### config.mk
export PLATFORM = sky130hd
export DESIGN_NAME = rom_loader
export DESIGN_NICKNAME = d
export VERILOG_FILES = /design/src/rtl/rom_loader.sv
export SDC_FILE = /design/constraint.sdc
export NUM_CORES = 1
export LEC_CHECK = 0
export BUFFER_PORTS_ARGS = -buffer_cell sky130_fd_sc_hd__buf_4
export CORE_MARGIN = 1.5
export CORE_UTILIZATION = 60
export DETAILED_ROUTE_END_ITERATION = 7
export HOLD_SLACK_MARGIN = 0.15
export PLACE_DENSITY = 0.88
export SYNTH_ARGS = -nofsm -noshare
export SYNTH_HDL_FRONTEND = slang
export SYNTH_SLANG_ARGS = --single-unit
### constraint.sdc
create_clock -name clk -period 8.3 [get_ports clk]
set_clock_uncertainty 0.2 [all_clocks]
set_input_delay 0.83 -clock clk [delete_from_list [all_inputs] [get_ports clk]]
set_output_delay 0.83 -clock clk [all_outputs]
set_load 0.05 [all_outputs]
### src/rtl/rom_loader.sv
// Serial iNES loader: receives 8N1 UART bytes and turns each accepted byte into one ROM write strobe.
// Latency: wr_en follows the stop-bit sample by two cycles (byte_valid register, then write register).
// Backpressure: none; the ROM store must accept every strobe. Bad or unexpected bytes are dropped.
module rom_loader #(
    parameter int CLKS_PER_BIT = 217,
    parameter int ROM_BYTES    = 'h6010
) (
    input  logic        clk,
    input  logic        rst,
    input  logic        din,
    input  logic        prg_ctrl,
    output logic        wr_en,
    output logic [14:0] wr_addr,
    output logic [7:0]  wr_data,
    output logic        busy,
    output logic        done,
    output logic        err,
    output logic [1:0]  err_code
);

    localparam int             HALF    = CLKS_PER_BIT / 2;
    localparam int             CW      = $clog2(CLKS_PER_BIT);
    localparam logic [CW-1:0]  HALF_M1 = CW'(HALF - 1);
    localparam logic [CW-1:0]  FULL_M1 = CW'(CLKS_PER_BIT - 1);
    localparam logic [14:0]    LAST    = 15'(ROM_BYTES - 1);

    typedef enum logic [1:0] {R_IDLE, R_START, R_DATA, R_STOP} rx_state_t;
    typedef enum logic [1:0] {L_IDLE, L_LOAD, L_DONE, L_ERR}   ld_state_t;

    logic            din_s1;
    logic            rxs;
    rx_state_t       rx_state;
    logic [CW-1:0]   clk_cnt;
    logic [2:0]      bit_cnt;
    logic [7:0]      shift_reg;
    logic            byte_valid;
    logic            frame_err;

    ld_state_t       ld_state;
    logic [14:0]     byte_cnt;
    logic            prg_prev;
    logic            prg_rise;
    logic            prg_fall;

    assign prg_rise = prg_ctrl & ~prg_prev;
    assign prg_fall = ~prg_ctrl & prg_prev;

    // Expected iNES magic plus 1x16k PRG / 1x8k CHR size bytes.
    function automatic logic [7:0] hdr_byte(input logic [2:0] idx);
        case (idx)
            3'd0:    hdr_byte = 8'h4E;
            3'd1:    hdr_byte = 8'h45;
            3'd2:    hdr_byte = 8'h53;
            3'd3:    hdr_byte = 8'h1A;
            default: hdr_byte = 8'h01;
        endcase
    endfunction

    // Two-flop synchronizer on the asynchronous RX line (idle high).
    always_ff @(posedge clk) begin
        if (rst) begin
            din_s1 <= 1'b1;
            rxs    <= 1'b1;
        end else begin
            din_s1 <= din;
            rxs    <= din_s1;
        end
    end

    // UART receiver: mid-bit sampling, start-bit glitch rejection, one-cycle result pulses.
    always_ff @(posedge clk) begin
        if (rst) begin
            rx_state   <= R_IDLE;
            clk_cnt    <= '0;
            bit_cnt    <= '0;
            shift_reg  <= '0;
            byte_valid <= 1'b0;
            frame_err  <= 1'b0;
        end else begin
            byte_valid <= 1'b0;
            frame_err  <= 1'b0;
            case (rx_state)
                R_IDLE: begin
                    clk_cnt <= '0;
                    bit_cnt <= '0;
                    if (!rxs) rx_state <= R_START;
                end
                R_START: begin
                    if (clk_cnt == HALF_M1) begin
                        clk_cnt  <= '0;
                        rx_state <= rxs ? R_IDLE : R_DATA;
                    end else begin
                        clk_cnt <= clk_cnt + 1'b1;
                    end
                end
                R_DATA: begin
                    if (clk_cnt == FULL_M1) begin
                        clk_cnt   <= '0;
                        shift_reg <= {rxs, shift_reg[7:1]};
                        bit_cnt   <= bit_cnt + 1'b1;
                        if (bit_cnt == 3'd7) rx_state <= R_STOP;
                    end else begin
                        clk_cnt <= clk_cnt + 1'b1;
                    end
                end
                R_STOP: begin
                    if (clk_cnt == FULL_M1) begin
                        clk_cnt  <= '0;
                        rx_state <= R_IDLE;
                        if (rxs) byte_valid <= 1'b1;
                        else     frame_err  <= 1'b1;
                    end else begin
                        clk_cnt <= clk_cnt + 1'b1;
                    end
                end
                default: rx_state <= R_IDLE;
            endcase
        end
    end

    // Loader FSM: session control, header check, write strobe and status registers.
    always_ff @(posedge clk) begin
        if (rst) begin
            ld_state <= L_IDLE;
            byte_cnt <= '0;
            prg_prev <= 1'b0;
            wr_en    <= 1'b0;
            wr_addr  <= '0;
            wr_data  <= '0;
            busy     <= 1'b0;
            done     <= 1'b0;
            err      <= 1'b0;
            err_code <= 2'd0;
        end else begin
            prg_prev <= prg_ctrl;
            wr_en    <= 1'b0;
            if (prg_rise) begin
                // A new session always wins; any byte completing this cycle is dropped.
                ld_state <= L_LOAD;
                byte_cnt <= '0;
                busy     <= 1'b1;
                done     <= 1'b0;
                err      <= 1'b0;
                err_code <= 2'd0;
            end else if (ld_state == L_LOAD) begin
                if (prg_fall) begin
                    ld_state <= L_ERR;
                    busy     <= 1'b0;
                    err      <= 1'b1;
                    err_code <= 2'd3;
                end else if (frame_err) begin
                    ld_state <= L_ERR;
                    busy     <= 1'b0;
                    err      <= 1'b1;
                    err_code <= 2'd2;
                end else if (byte_valid) begin
                    if (byte_cnt < 15'd6 && shift_reg != hdr_byte(byte_cnt[2:0])) begin
                        ld_state <= L_ERR;
                        busy     <= 1'b0;
                        err      <= 1'b1;
                        err_code <= 2'd1;
                    end else begin
                        wr_en   <= 1'b1;
                        wr_addr <= byte_cnt;
                        wr_data <= shift_reg;
                        // Terminal check comes before the increment, so the counter never wraps.
                        if (byte_cnt == LAST) begin
                            ld_state <= L_DONE;
                            busy     <= 1'b0;
                            done     <= 1'b1;
                        end else begin
                            byte_cnt <= byte_cnt + 1'b1;
                        end
                    end
                end
            end
        end
    end

endmodule
==> results.rst, run 1 <==
.. list-table::
   :header-rows: 1

   * - Metric
     - Value
   * - Maximum buffer depth of the clock tree
     - 2
   * - Cell depth of the worst flop-to-flop path
     - 10
   * - First-pass detailed-route iteration total
     - 4
   * - Share of synthesized area occupied by flip-flops and latches
     - 41.8%
   * - Final #Nets
     - 435
   * - Tightest Hold Check Type
     - flop to flop
   * - Hold_sp
     - din_s1
   * - Vias in the first global route
     - 2575
   * - Final Hold Violating Endpoints
     - 0
   * - WL/cell
     - 13.9 um
   * - Count of flip-flops with a built-in enable after synthesis
     - 0
   * - Number of buffers added for setup after CTS
     - 0
   * - Data arrival time at the worst-slack endpoint
     - 3.87 ns
   * - Proportion of layout cells with a drive suffix above 1
     - 13.4%
   * - Cell row count
     - 27
   * - Largest net degree at the start of global routing
     - 71
   * - Number of standard cells after synthesis
     - 396
   * - Top cells by area in the synthesized netlist
     - sky130_fd_sc_hd__dfxtp_1 42%, sky130_fd_sc_hd__nand2b_1 8.9%, sky130_fd_sc_hd__mux2i_1 6.7%
   * - Clock tree root buffer cell
     - sky130_fd_sc_hd__clkbuf_8
   * - Endpoint of the most critical register-to-register path
     - wr_addr[4]
   * - Die ar.
     - 0.00621 sq mm
   * - Remaining max-slew budget at the tightest pin
     - 61.3%
   * - GRT Residual Overflow
     - 0
   * - Worst-Skew Late Latency
     - 0.34 ns
   * - Met3 global-route usage
     - 4.48%
   * - Synth unique cells
     - 49
   * - Post-CTS Hold Buffers
     - 0
   * - Number of slew-limit violations in the final report
     - 0
   * - TritonCTS clock tree
     - built
   * - Input/output buffers
     - 32
   * - Post-cts gate resize count
     - 0
   * - Most used cells in the layout excluding fill and tap cells
     - 72 x sky130_fd_sc_hd__dfxtp_1, 49 x sky130_fd_sc_hd__nand2b_1, 33 x sky130_fd_sc_hd__buf_4
   * - Met2 global-route usage
     - 36.6%
   * - Synth area leader
     - sky130_fd_sc_hd__dfxtp_1
   * - Combinational family with the most area after synthesis
     - simple AND/OR/NAND/NOR gates
   * - Weighted congestion reported at the end of routability-driven placement
     - 0.878
   * - Number of antenna violations at the first check in global routing
     - 0
   * - Proportion of register bits with asynchronous set or reset after synthesis
     - 0%
   * - Cell Area, Placed
     - 0.00369 sq mm
   * - Share of the synthesized netlist area taken by xor and xnor gates
     - 2.54%
   * - R2R setup slack
     - 4.49 ns
   * - Top-Level Pins
     - 33
   * - Leading cell type in the layout, fill and taps excluded
     - sky130_fd_sc_hd__dfxtp_1
   * - CP endpoint kind
     - flop
   * - Peak clock frequency supported by timing
     - 263 MHz
   * - Fin Setup TNS
     - 0 ns
   * - Tcrit/Tclk final
     - 45.8%
   * - Width of the chip
     - 78.8 um
   * - Cell depth of the worst hold path
     - 1
   * - Final setup viols
     - 0
   * - Critical R2R Launch
     - byte_cnt[2]
   * - Most used flip-flop cell after synthesis
     - sky130_fd_sc_hd__dfxtp_1
   * - Final worst path period need
     - 3.81 ns
   * - Crit path launch type
     - flop
   * - Largest regs
     - byte_cnt (15), wr_addr (15)
   * - Leakage power summed over all cells
     - 1.42 nW
   * - WHS
     - 0.218 ns
   * - TritonCTS Buffers
     - 9
   * - Post-route cell area
     - 0.00394 sq mm
   * - Portion of synthesized cell area occupied by the leading cell type
     - 41.8%
   * - Dpl ws
     - 4.52 ns
   * - Post-detailed-route DRC marker count
     - 0
   * - Type of the worst setup path
     - flop to flop
   * - CTS Sinks
     - 72
   * - Total inserted antenna cells
     - 0
   * - Kind of cell adding the most delay to the critical path
     - simple AND/OR/NAND/NOR gates
   * - Min setup slack post-route
     - 4.49 ns
   * - Detailed router's first-iteration violation count
     - 272
   * - Filler-free cell count of the finished design
     - 497
   * - GRT Total Usage
     - 23.2%
   * - Worst-case hold path end point
     - rxs
   * - Max IR drop VDD
     - 0.135 mV
   * - Area fraction in compound gates after synthesis
     - 12.7%
   * - Adder and majority cell fraction of the synthesized area
     - 3.99%
   * - Result of the run
     - finished clean
   * - Delay of the slowest cell on the worst path
     - 0.54 ns
   * - Post-Synthesis Cell Area
     - 0.00345 sq mm
   * - MaxCap Viol Count
     - 0
   * - GR Util met1
     - 30.8%
   * - Yosys reg bits
     - 72
   * - Avg Cell Area, Syn
     - 8.71 sq um
   * - Simple-gate share of the synthesized area
     - 27.6%
   * - Count of buffering cells on the critical path with inverters included
     - 2
   * - Share of cell area taken by muxes after synthesis
     - 7.32%
   * - Synthesized netlist net count
     - 411
   * - Cells along the critical path
     - inv_1 -> ha_1 -> nor2b_1 -> or4_1 -> a211o_1 -> or4_4 -> a21o_1 -> nor3_4 -> buf_4 -> mux2i_1
   * - Filler cell count in the final layout
     - 423
   * - Core area
     - 0.00554 sq mm
   * - Power density of the placed cells
     - 180 mW/mm^2
   * - Deepest level of the CTS H-tree
     - 3
   * - Placed Cells incl. Taps
     - 481
   * - First-pass GRT wire length
     - 11.5 mm
   * - Unrepaired setup endpoints after global routing
     - no
   * - Highest fanout seen on the critical path
     - 23
   * - Vertical die dimension
     - 78.8 um
   * - Total detailed-routing wirelength
     - 6.90 mm
   * - Area Overhead vs Synth
     - 14.0%
   * - Required time at the endpoint of the critical path
     - 8.36 ns
   * - Estimated wirelength of the detail-placed design
     - 4.70 mm
   * - Worst-margin pin slew
     - 0.572 ns
   * - Via density per instance
     - 5.65
   * - Number of warnings reported in the yosys synthesis log
     - 0
   * - Slowest cell on the critical path
     - sky130_fd_sc_hd__dfxtp_1
   * - Busiest grt layer
     - met2
   * - Effective utilization at floorplan
     - 62.3%
   * - Clock input transition at the sequential cells of the worst setup and hold paths
     - 0.08 ns
   * - Count of antenna-violating nets left after detailed routing
     - 0
   * - Total via count in the routed design
     - 2809
==> power by group <==
part / switching [mW] / internal (mW)
sequential: 0.00310 / 0.348
clock: 0.126 / 0.208
combinational: 0.0141 / 0.00912
total: 0.144 / 0.565
==> kinds of logic (layout without fill, tap and decap cells) <==
logic type	count (synthesis)	after routing
compound gates	73	73
xor+xnor	10	10
fa+ha+maj	11	11
buf+inv	31	60
flops	72	72
mux	25	25
simple gates	174	174
==> area by class of cell <==
cell class                 instances  area, sq um  share of cell area, %
clock buffer                      11          141                   3.59
clock inverter                     5          104                   2.64
inverter                          11         41.3                   1.05
multi-input combinational        293         1870                   47.5
sequential                        72         1440                   36.6
tap                               72         90.1                   2.29
timing repair buffer              33          248                   6.30
==> worst max-delay path by stage <==
stage,startpoint,endpoint,slack [ns],depth (start not counted)
detailed placement,byte_cnt[2],wr_addr[4],4.52,10
global placement,byte_cnt[2],wr_data[2],4.64,10
floorplan,byte_cnt[0],byte_cnt[14],4.98,10
finish,byte_cnt[2],wr_addr[4],4.49,10
CTS,byte_cnt[2],wr_addr[4],4.48,10
global route,byte_cnt[0],wr_addr[4],4.27,10
==> routing by layer <==
metal | vias to the layer above | share of wire (%) | wire length (um)
met1 | 1294 | 48 | 3340
met4 | 0 | 1.0 | 69
met5 | - | 0 | 0
li1 | 1431 | - | -
met3 | 8 | 4.9 | 339
met2 | 76 | 46 | 3150
==> per-stage QoR <==
stage	util (%)	total power [mW]
after floorplan	-	0.376
after global placement	66.6	0.381
after detailed placement	66.6	0.382
after CTS	71.0	0.713
after global routing	71.0	0.730
final	71.0	0.708
==> worst reg2reg max path, stage by stage (launching register included) <==
cell                      delay, ns
sky130_fd_sc_hd__dfxtp_1       0.54
sky130_fd_sc_hd__inv_1         0.14
sky130_fd_sc_hd__ha_1          0.29
sky130_fd_sc_hd__nor2b_1       0.15
sky130_fd_sc_hd__or4_1         0.48
sky130_fd_sc_hd__a211o_1       0.29
sky130_fd_sc_hd__or4_4         0.43
sky130_fd_sc_hd__a21o_1        0.39
sky130_fd_sc_hd__nor3_4        0.19
sky130_fd_sc_hd__buf_4         0.38
sky130_fd_sc_hd__mux2i_1       0.26
==> Yosys cell counts (all sizes together), types with 2 or more instances <==
cell type and count:
a211oi 2, nor4 2, o211ai 4, nand4 3, nor2 32, dfxtp 72
o31ai 2, mux2i 23, buf 4, nand2 25, or4 5, xor2 8
a31oi 3, a21oi 22, inv 11, a22oi 3, nand3 16, nor3 9
o22ai 2, mux2 2, nor4b 3, nand3b 2, o21a 2, xnor2 2
or2 4, nand2b 49, or3 10, ha 11, clkbuf 16, and3 5
nor2b 4, o21ai 24
Note: power is estimated with default switching activity, not from simulation.
==> run 2, diff against run 1 <==
Settings changed: ABC_AREA from default to 1, CORE_UTILIZATION 60 to 59, PLACE_DENSITY 0.88 to 0.86.
Clock period 8.3 ns to 3.6 ns, I/O delays scaled along.
==> run 2 against run 1 <==
Compared with the run above:
- synthesized cell count up 27%
- critical path type unchanged
- area after synthesis grew 1.7%
- setup slack worse by 3.7 ns
- final cell count grew 23%
- via count is 14% higher
- utilization rose by 0.82 points
- sequential share of layout area fell by 0.85 points
- sequential cell count unchanged
- critical path depth up 2
- die area grew 3.3%
- critical endpoint is now wr_data[7]
- fmax rose by 36%
==> results.rst, run 2 <==
.. list-table::
   :header-rows: 1

   * - Metric
     - Value
   * - Leakage power summed over all cells
     - 1.81 nW (+28%)
   * - Input/output buffers
     - 32 (unchanged)
   * - Synth unique cells
     - 31 (-37%)
   * - GRT Total Usage
     - 26.3% (+3.1 points)
   * - Sequential fraction of design power
     - 51.0% (+1.5 points)
   * - Final Hold Violating Endpoints
     - 0 (unchanged)
   * - Total inserted antenna cells
     - 0 (unchanged)
   * - Switching Fraction
     - 23.4% (+3.2 points)
   * - Count of buffering cells on the critical path with inverters included
     - 1 (-1)
   * - Number of warnings reported in the yosys synthesis log
     - 0 (unchanged)
   * - Portion of synthesized cell area occupied by the leading cell type
     - 41.1% (-0.69 points)
   * - Total via count in the routed design
     - 3203 (+14%)
   * - Post-Synthesis Cell Area
     - 0.00351 sq mm (+1.7%)
   * - Data arrival time at the worst-slack endpoint
     - 2.85 ns (-1.02 ns)
   * - Slowest cell on the critical path
     - sky130_fd_sc_hd__nand4_4
   * - Count of flip-flops with a built-in enable after synthesis
     - 0 (unchanged)
   * - Core area
     - 0.00561 sq mm (+1.2%)
   * - Final setup viols
     - 0 (unchanged)
   * - Vertical die dimension
     - 80.1 um (+1.6%)
   * - Cell types with the highest counts after synthesis
     - 112 x sky130_fd_sc_hd__nand2_1, 90 x sky130_fd_sc_hd__nor2_1, 72 x sky130_fd_sc_hd__dfxtp_1
   * - Synth area leader
     - sky130_fd_sc_hd__dfxtp_1
   * - Synthesized netlist net count
     - 517 (+26%)
   * - Design internal power
     - 1.22 mW (+120%)
   * - GRT Residual Overflow
     - 0 (unchanged)
   * - Placed Cells incl. Taps
     - 592 (+23%)
   * - Largest net degree at the start of global routing
     - 47 (-34%)
   * - First-pass detailed-route iteration total
     - 6 (+2)
   * - Required time at the endpoint of the critical path
     - 3.65 ns (-4.71 ns)
   * - Peak clock frequency supported by timing
     - 357 MHz (+36%)
   * - Final #Nets
     - 550 (+26%)
   * - Post-detailed-route DRC marker count
     - 0 (unchanged)
   * - Proportion of register bits with asynchronous set or reset after synthesis
     - 0% (unchanged)
   * - Number of standard cells after synthesis
     - 502 (+27%)
   * - Via density per instance
     - 5.23 (-7.4%)
   * - Unrepaired setup endpoints after global routing
     - no
   * - Width of the chip
     - 80.1 um (+1.6%)
   * - Most used cells in the layout excluding fill and tap cells
     - 112 x sky130_fd_sc_hd__nand2_1, 90 x sky130_fd_sc_hd__nor2_1, 72 x sky130_fd_sc_hd__dfxtp_1
   * - Crit path launch type
     - flop
   * - Vias in the first global route
     - 2898 (+13%)
   * - Comb pwr share
     - 4.5% (+1.2 points)
   * - Max IR drop VDD
     - 0.340 mV (+150%)
   * - Clock tree root buffer cell
     - sky130_fd_sc_hd__clkbuf_8
   * - MaxCap Viol Count
     - 0 (unchanged)
   * - Most used flip-flop cell after synthesis
     - sky130_fd_sc_hd__dfxtp_1
   * - TritonCTS Buffers
     - 9 (unchanged)
   * - Type of the worst setup path
     - flop to flop
   * - Tcrit/Tclk final
     - 77.8% (+32 points)
   * - Number of antenna violations at the first check in global routing
     - 0 (unchanged)
   * - Die ar.
     - 0.00642 sq mm (+3.3%)
   * - Most frequent cell after synthesis
     - sky130_fd_sc_hd__nand2_1
   * - Kind of cell adding the most delay to the critical path
     - simple AND/OR/NAND/NOR gates
   * - R2R setup slack
     - 0.80 ns (-3.70 ns)
   * - Top cells by area in the synthesized netlist
     - sky130_fd_sc_hd__dfxtp_1 41%, sky130_fd_sc_hd__nand2_1 12%, sky130_fd_sc_hd__nor2_1 9.6%
   * - WL/cell
     - 12.4 um (-11%)
   * - Clock Power Share
     - 44.5% (-2.7 points)
   * - Area Overhead vs Synth
     - 14.8%
   * - Total design power
     - 1.59 mW (+120%)
   * - Count of antenna-violating nets left after detailed routing
     - 0 (unchanged)
   * - Top-Level Pins
     - 33 (unchanged)
   * - Result of the run
     - finished clean
   * - TritonCTS clock tree
     - built
   * - Detailed router's first-iteration violation count
     - 391 (+44%)
   * - Estimated wirelength of the detail-placed design
     - 5.04 mm (+7.1%)
   * - Net Sw Power
     - 0.373 mW (+160%)
   * - Final worst path period need
     - 2.80 ns (-1.00 ns)
   * - Filler-free cell count of the finished design
     - 612 (+23%)
   * - Cells along the critical path
     - inv_1 -> ha_1 -> o21ai_2 -> nand2_1 -> nand2_1 -> nand2_1 -> nor2_1 -> nand3_2 -> nand2_4 -> nand4_4 -> nor2_1 -> nor2_1
   * - Delay of the slowest cell on the worst path
     - 0.48 ns (-0.06 ns)
   * - First-pass GRT wire length
     - 13.2 mm (+15%)
   * - Tightest Hold Check Type
     - flop to flop
   * - Yosys reg bits
     - 72 (unchanged)
   * - Deepest level of the CTS H-tree
     - 3 (unchanged)
   * - Clock input transition at the sequential cells of the worst setup and hold paths
     - 0.08 ns (about the same)
   * - Worst-Skew Late Latency
     - 0.36 ns (+0.02 ns)
   * - CTS Sinks
     - 72 (unchanged)
   * - Weighted congestion reported at the end of routability-driven placement
     - 0.879 (about the same)
   * - Leading cell type in the layout, fill and taps excluded
     - sky130_fd_sc_hd__nand2_1
   * - Share of synthesized area occupied by flip-flops and latches
     - 41.1% (-0.69 points)
   * - Proportion of layout cells with a drive suffix above 1
     - 11.7% (-1.7 points)
   * - CP endpoint kind
     - flop
   * - Remaining max-slew budget at the tightest pin
     - 40.4% (-21 points)
   * - Effective utilization at floorplan
     - 62.6% (+0.28 points)
   * - Largest regs
     - byte_cnt (15), wr_addr (15)
   * - Highest fanout seen on the critical path
     - 46 (+100%)
   * - Maximum buffer depth of the clock tree
     - 2 (unchanged)
   * - Worst-margin pin slew
     - 0.890 ns (+0.318 ns)
   * - Fin Setup TNS
     - 0 ns (unchanged)
   * - Power density of the placed cells
     - 395 mW/mm^2 (+120%)
   * - Avg Cell Area, Syn
     - 6.99 sq um (-20%)
   * - Total detailed-routing wirelength
     - 7.61 mm (+10%)
   * - Cell row count
     - 27 (unchanged)
   * - Number of slew-limit violations in the final report
     - 0 (unchanged)
[run 2: changes by cell type after synthesis, moves of 8 or more]
cell / change
sky130_fd_sc_hd__nor3_1: +9
sky130_fd_sc_hd__nand4_1: +13
sky130_fd_sc_hd__o21ai_0: -12
sky130_fd_sc_hd__nor2_1: +58
sky130_fd_sc_hd__a21oi_1: +9
sky130_fd_sc_hd__or3_1: -10
sky130_fd_sc_hd__inv_1: +55
sky130_fd_sc_hd__mux2i_1: -23
sky130_fd_sc_hd__nand2b_1: -49
sky130_fd_sc_hd__clkbuf_1: -8
sky130_fd_sc_hd__nand2_1: +87
[run 2: cell type report]
class	instances	area, sq um
multi-input combinational	345	1720
clock inverter	7	96.3
fill	485	1580
inverter	69	259
timing repair buffer	38	295
sequential	72	1440
clock buffer	9	124
tap	72	90.1
[run 2: kinds of logic after synthesis]
kind of cell	share of synthesized area, %
flops	41.1
fa+ha+maj	3.92
simple gates	33.5
buf+inv	9.81
xor+xnor	3.99
compound gates	7.67
[run 2: worst paths after layout]
kind	from	to	cells after the start
worst max register to register	byte_cnt[0]	wr_data[7]	12
worst min register to register	din_s1	rxs	1
worst min-delay path	din_s1	rxs	1
worst max-delay path	byte_cnt[0]	wr_data[7]	12
[run 2: routing by layer]
| metal | part of all wire, % | routed length [um] | vias to the layer above | GRT usage [%] |
|---|---|---|---|---|
| li1 | - | - | 1644 | - |
| met1 | 46 | 3510 | 1430 | 34.9 |
| met2 | 46 | 3470 | 115 | 42.3 |
| met3 | 6.5 | 496 | 14 | 6.25 |
| met4 | 1.6 | 125 | 0 | 8.45 |
| met5 | 0 | 0 | - | 0 |
[run 2: worst reg2reg max path: cells and delay by family (launching register included)]
kind / cells / cell delay (ns)
DFF: 1 / 0.47
buffers and inverters: 1 / 0.12
adders and majority gates: 1 / 0.27
and+or+nand+nor: 9 / 1.48
AOI/OAI and AO/OA: 1 / 0.17
[run 2: power by group through the flow]
stage	Sequential (mW)	Clock, mW	Combinational [mW]
final	0.811	0.708	0.0715
after CTS	0.810	0.714	0.0708
after floorplan	0.832	0	0.0450
after global routing	0.812	0.754	0.0792
after global placement	0.828	0	0.0631
after detailed placement	0.829	0	0.0657
[run 2: through the flow]
stage / setup slack [ns] / instance area (sq um) / hold slack [ns] / util, %
detailed placement: 0.846 / 3770 / 0.202 / 67.2
global route: 0.588 / 4030 / 0.228 / 71.8
floorplan: 1.42 / 3510 / 0.189 / -
finish: 0.799 / 4030 / 0.219 / 71.8
global placement: 0.958 / 3770 / 0.193 / 67.2
CTS: 0.799 / 4030 / 0.221 / 71.8
[run 2: what timing repair did]
action	4_1_cts	5_1_grt
gates resized for setup	0	0
hold endpoints to repair	8	0
setup buffers	0	0
hold buffers	4	0
==> run 3, diff against run 2 <==
Settings changed: CORE_UTILIZATION 59 to 53, PLACE_DENSITY 0.86 to 0.82.
Clock period 3.6 ns to 2.43 ns, I/O delays scaled along.
==> run 3 against run 2 <==
Compared with the run above:
- sequential share of layout area fell by 1.4 points
- count of clock-buffer cells in the layout rose by 3
- non-clock buffer count rose by 13
- power rose by 35%
- highest routed layer unchanged
- combinational power rose by 43%
- fmax rose by 17%
- hold slack got worse by 0.0053 ns
- via count rose by 2.2%
- setup slack got worse by 0.77 ns
- final cell count rose by 2.9%
- utilization fell by 5.9 points
==> results.rst, run 3 (synthesized netlist as in run 2, its figures left out) <==
.. list-table::
   :header-rows: 1

   * - Metric
     - Value
   * - Required time at the endpoint of the critical path
     - 2.47 ns (-1.18 ns)
   * - TritonCTS Buffers
     - 9 (unchanged)
   * - Maximum buffer depth of the clock tree
     - 2 (unchanged)
   * - Peak clock frequency supported by timing
     - 417 MHz (+17%)
   * - Filler cell count in the final layout
     - 550 (+13%)
   * - Final setup viols
     - 0 (unchanged)
   * - Crit path launch type
     - flop
   * - Final #Nets
     - 564 (+2.5%)
   * - Width of the chip
     - 84.4 um (+5.3%)
   * - Power density of the placed cells
     - 508 mW/mm^2 (+29%)
   * - Number of antenna violations at the first check in global routing
     - 0 (unchanged)
   * - CP endpoint kind
     - flop
   * - First-pass GRT wire length
     - 12.5 mm (-5.1%)
   * - Largest regs
     - byte_cnt (15), wr_addr (15)
   * - Detailed router's first-iteration violation count
     - 320 (-18%)
   * - GRT Total Usage
     - 21.1% (-5.2 points)
   * - Weighted congestion reported at the end of routability-driven placement
     - 0.945 (+7.5%)
   * - Effective utilization at floorplan
     - 54.9% (-7.6 points)
   * - Remaining max-slew budget at the tightest pin
     - 59.7% (+19 points)
   * - Post-detailed-route DRC marker count
     - 0 (unchanged)
   * - Die ar.
     - 0.00712 sq mm (+11%)
   * - Total inserted antenna cells
     - 0 (unchanged)
   * - Area Overhead vs Synth
     - 20.0%
   * - CTS Sinks
     - 72 (unchanged)
   * - Data arrival time at the worst-slack endpoint
     - 2.44 ns (-0.41 ns)
   * - Vias in the first global route
     - 3030 (+4.6%)
   * - Tcrit/Tclk final
     - 98.7% (+21 points)
   * - WL/cell
     - 12.9 um (+3.5%)
   * - Type of the worst setup path
     - flop to flop
   * - Final core utilization
     - 65.9% (-5.9 points)
   * - Cell row count
     - 29 (+7.4%)
   * - GRT Residual Overflow
     - 0 (unchanged)
   * - Clock tree root buffer cell
     - sky130_fd_sc_hd__clkbuf_8
   * - Most used cells in the layout excluding fill and tap cells
     - 112 x sky130_fd_sc_hd__nand2_1, 86 x sky130_fd_sc_hd__nor2_1, 70 x sky130_fd_sc_hd__dfxtp_1
   * - Tightest Hold Check Type
     - flop to flop
   * - Fin Setup TNS
     - 0 ns (unchanged)
   * - Core area
     - 0.00639 sq mm (+14%)
   * - Clock input transition at the sequential cells of the worst setup and hold paths
     - 0.07 ns (about the same)
   * - Worst-Skew Late Latency
     - 0.35 ns (about the same)
   * - Max IR drop VDD
     - 0.349 mV (+2.6%)
   * - MaxCap Viol Count
     - 0 (unchanged)
   * - Leakage power summed over all cells
     - 1.89 nW (+4.1%)
   * - Top-Level Pins
     - 33 (unchanged)
   * - Via density per instance
     - 5.20 (-0.70%)
   * - First-pass detailed-route iteration total
     - 5 (-1)
   * - Number of slew-limit violations in the final report
     - 0 (unchanged)
   * - Vertical die dimension
     - 84.4 um (+5.3%)
   * - Worst-margin pin slew
     - 0.602 ns (-0.288 ns)
   * - Deepest level of the CTS H-tree
     - 3 (unchanged)
   * - Estimated wirelength of the detail-placed design
     - 5.04 mm (about the same)
   * - TritonCTS clock tree
     - built
   * - Input/output buffers
     - 32 (unchanged)
   * - Unrepaired setup endpoints after global routing
     - yes
   * - Final Hold Violating Endpoints
     - 0 (unchanged)
   * - Count of antenna-violating nets left after detailed routing
     - 0 (unchanged)
   * - Leading cell type in the layout, fill and taps excluded
     - sky130_fd_sc_hd__nand2_1
   * - Proportion of layout cells with a drive suffix above 1
     - 15.4% (+3.7 points)
   * - Result of the run
     - finished clean
   * - Total via count in the routed design
     - 3274 (+2.2%)
   * - Highest fanout seen on the critical path
     - 12 (-74%)
   * - Largest net degree at the start of global routing
     - 47 (unchanged)
   * - Total detailed-routing wirelength
     - 8.10 mm (+6.5%)
   * - Final worst path period need
     - 2.40 ns (-0.402 ns)
run 3: changes by cell type in the layout (fill, tap and decap cells not counted), moves of 2 or more:
cell                        previous run  this run
sky130_fd_sc_hd__buf_4                34        42
sky130_fd_sc_hd__nor2_1               90        86
sky130_fd_sc_hd__nor2_2                0         4
sky130_fd_sc_hd__clkbuf_16             0         3
sky130_fd_sc_hd__clkinv_4              3         0
sky130_fd_sc_hd__ha_1                 11         8
sky130_fd_sc_hd__bufinv_16             2         0
sky130_fd_sc_hd__clkbuf_8              9        11
sky130_fd_sc_hd__dfxtp_1              72        70
sky130_fd_sc_hd__dfxtp_4               0         2
sky130_fd_sc_hd__ha_2                  0         2
run 3: cell type report:
type,count,area (sq um),share of cell area [%]
clock buffer,12,155,3.69
clock inverter,3,17.5,0.416
inverter,69,259,6.15
multi-input combinational,346,1770,42.1
sequential,72,1450,34.4
tap,77,96.3,2.29
timing repair buffer,51,462,11.0
run 3: final timing paths:
| kind | start | to | slack [ns] | cells past startpoint |
|---|---|---|---|---|
| max reg2reg | byte_cnt[0] | wr_data[4] | 0.03 | 11 |
| max | byte_cnt[0] | wr_data[4] | 0.03 | 11 |
| min | din_s1 | rxs | 0.21 | 1 |
| min reg2reg | din_s1 | rxs | 0.21 | 1 |
run 3: per-stage QoR:
step           instance area, sq um  power (mW)  setup slack [ns]  hold WS, ns  cells
2_1_floorplan                  3510        1.30             0.251        0.147    502
3_3_place_gp                   3830        1.32             0.179        0.192    603
3_5_place_dp                   3830        1.32            0.0431        0.196    603
4_1_cts                        4050        2.16            0.0221        0.214    622
5_1_grt                        4210        2.22           -0.0654        0.233    630
6_report                       4210        2.14            0.0310        0.213    630
run 3: worst max-delay path: stages (launching register included):
cell and delay, ns:
sky130_fd_sc_hd__dfxtp_4 0.37, sky130_fd_sc_hd__inv_1 0.11, sky130_fd_sc_hd__ha_1 0.26, sky130_fd_sc_hd__o21ai_0 0.20, sky130_fd_sc_hd__nand2_2 0.07, sky130_fd_sc_hd__xor2_1 0.20, sky130_fd_sc_hd__nand3_2 0.14, sky130_fd_sc_hd__nand2_4 0.12
sky130_fd_sc_hd__nand4_4 0.19, sky130_fd_sc_hd__clkbuf_16 0.26, sky130_fd_sc_hd__nor2_1 0.11, sky130_fd_sc_hd__nor2_1 0.06
run 3: routing by layer:
layer,GRT usage [%],wire length (um)
met5,0,0
met4,8.94,155
met3,5.11,607
met2,36.1,3850
met1,25.3,3490
run 3: timing repair:
action / in CTS / in global routing
hold buffers: 4 / 0
setup endpoints to repair: 0 / 40
setup buffers: 0 / 3
hold endpoints to repair: 9 / 0
resized for setup: 0 / 14
run 3: report_power, final:
group | switching, mW | internal, mW
Combinational | 0.0682 | 0.0333
Sequential | 0.00998 | 1.19
Clock | 0.421 | 0.417
Total | 0.499 | 1.64
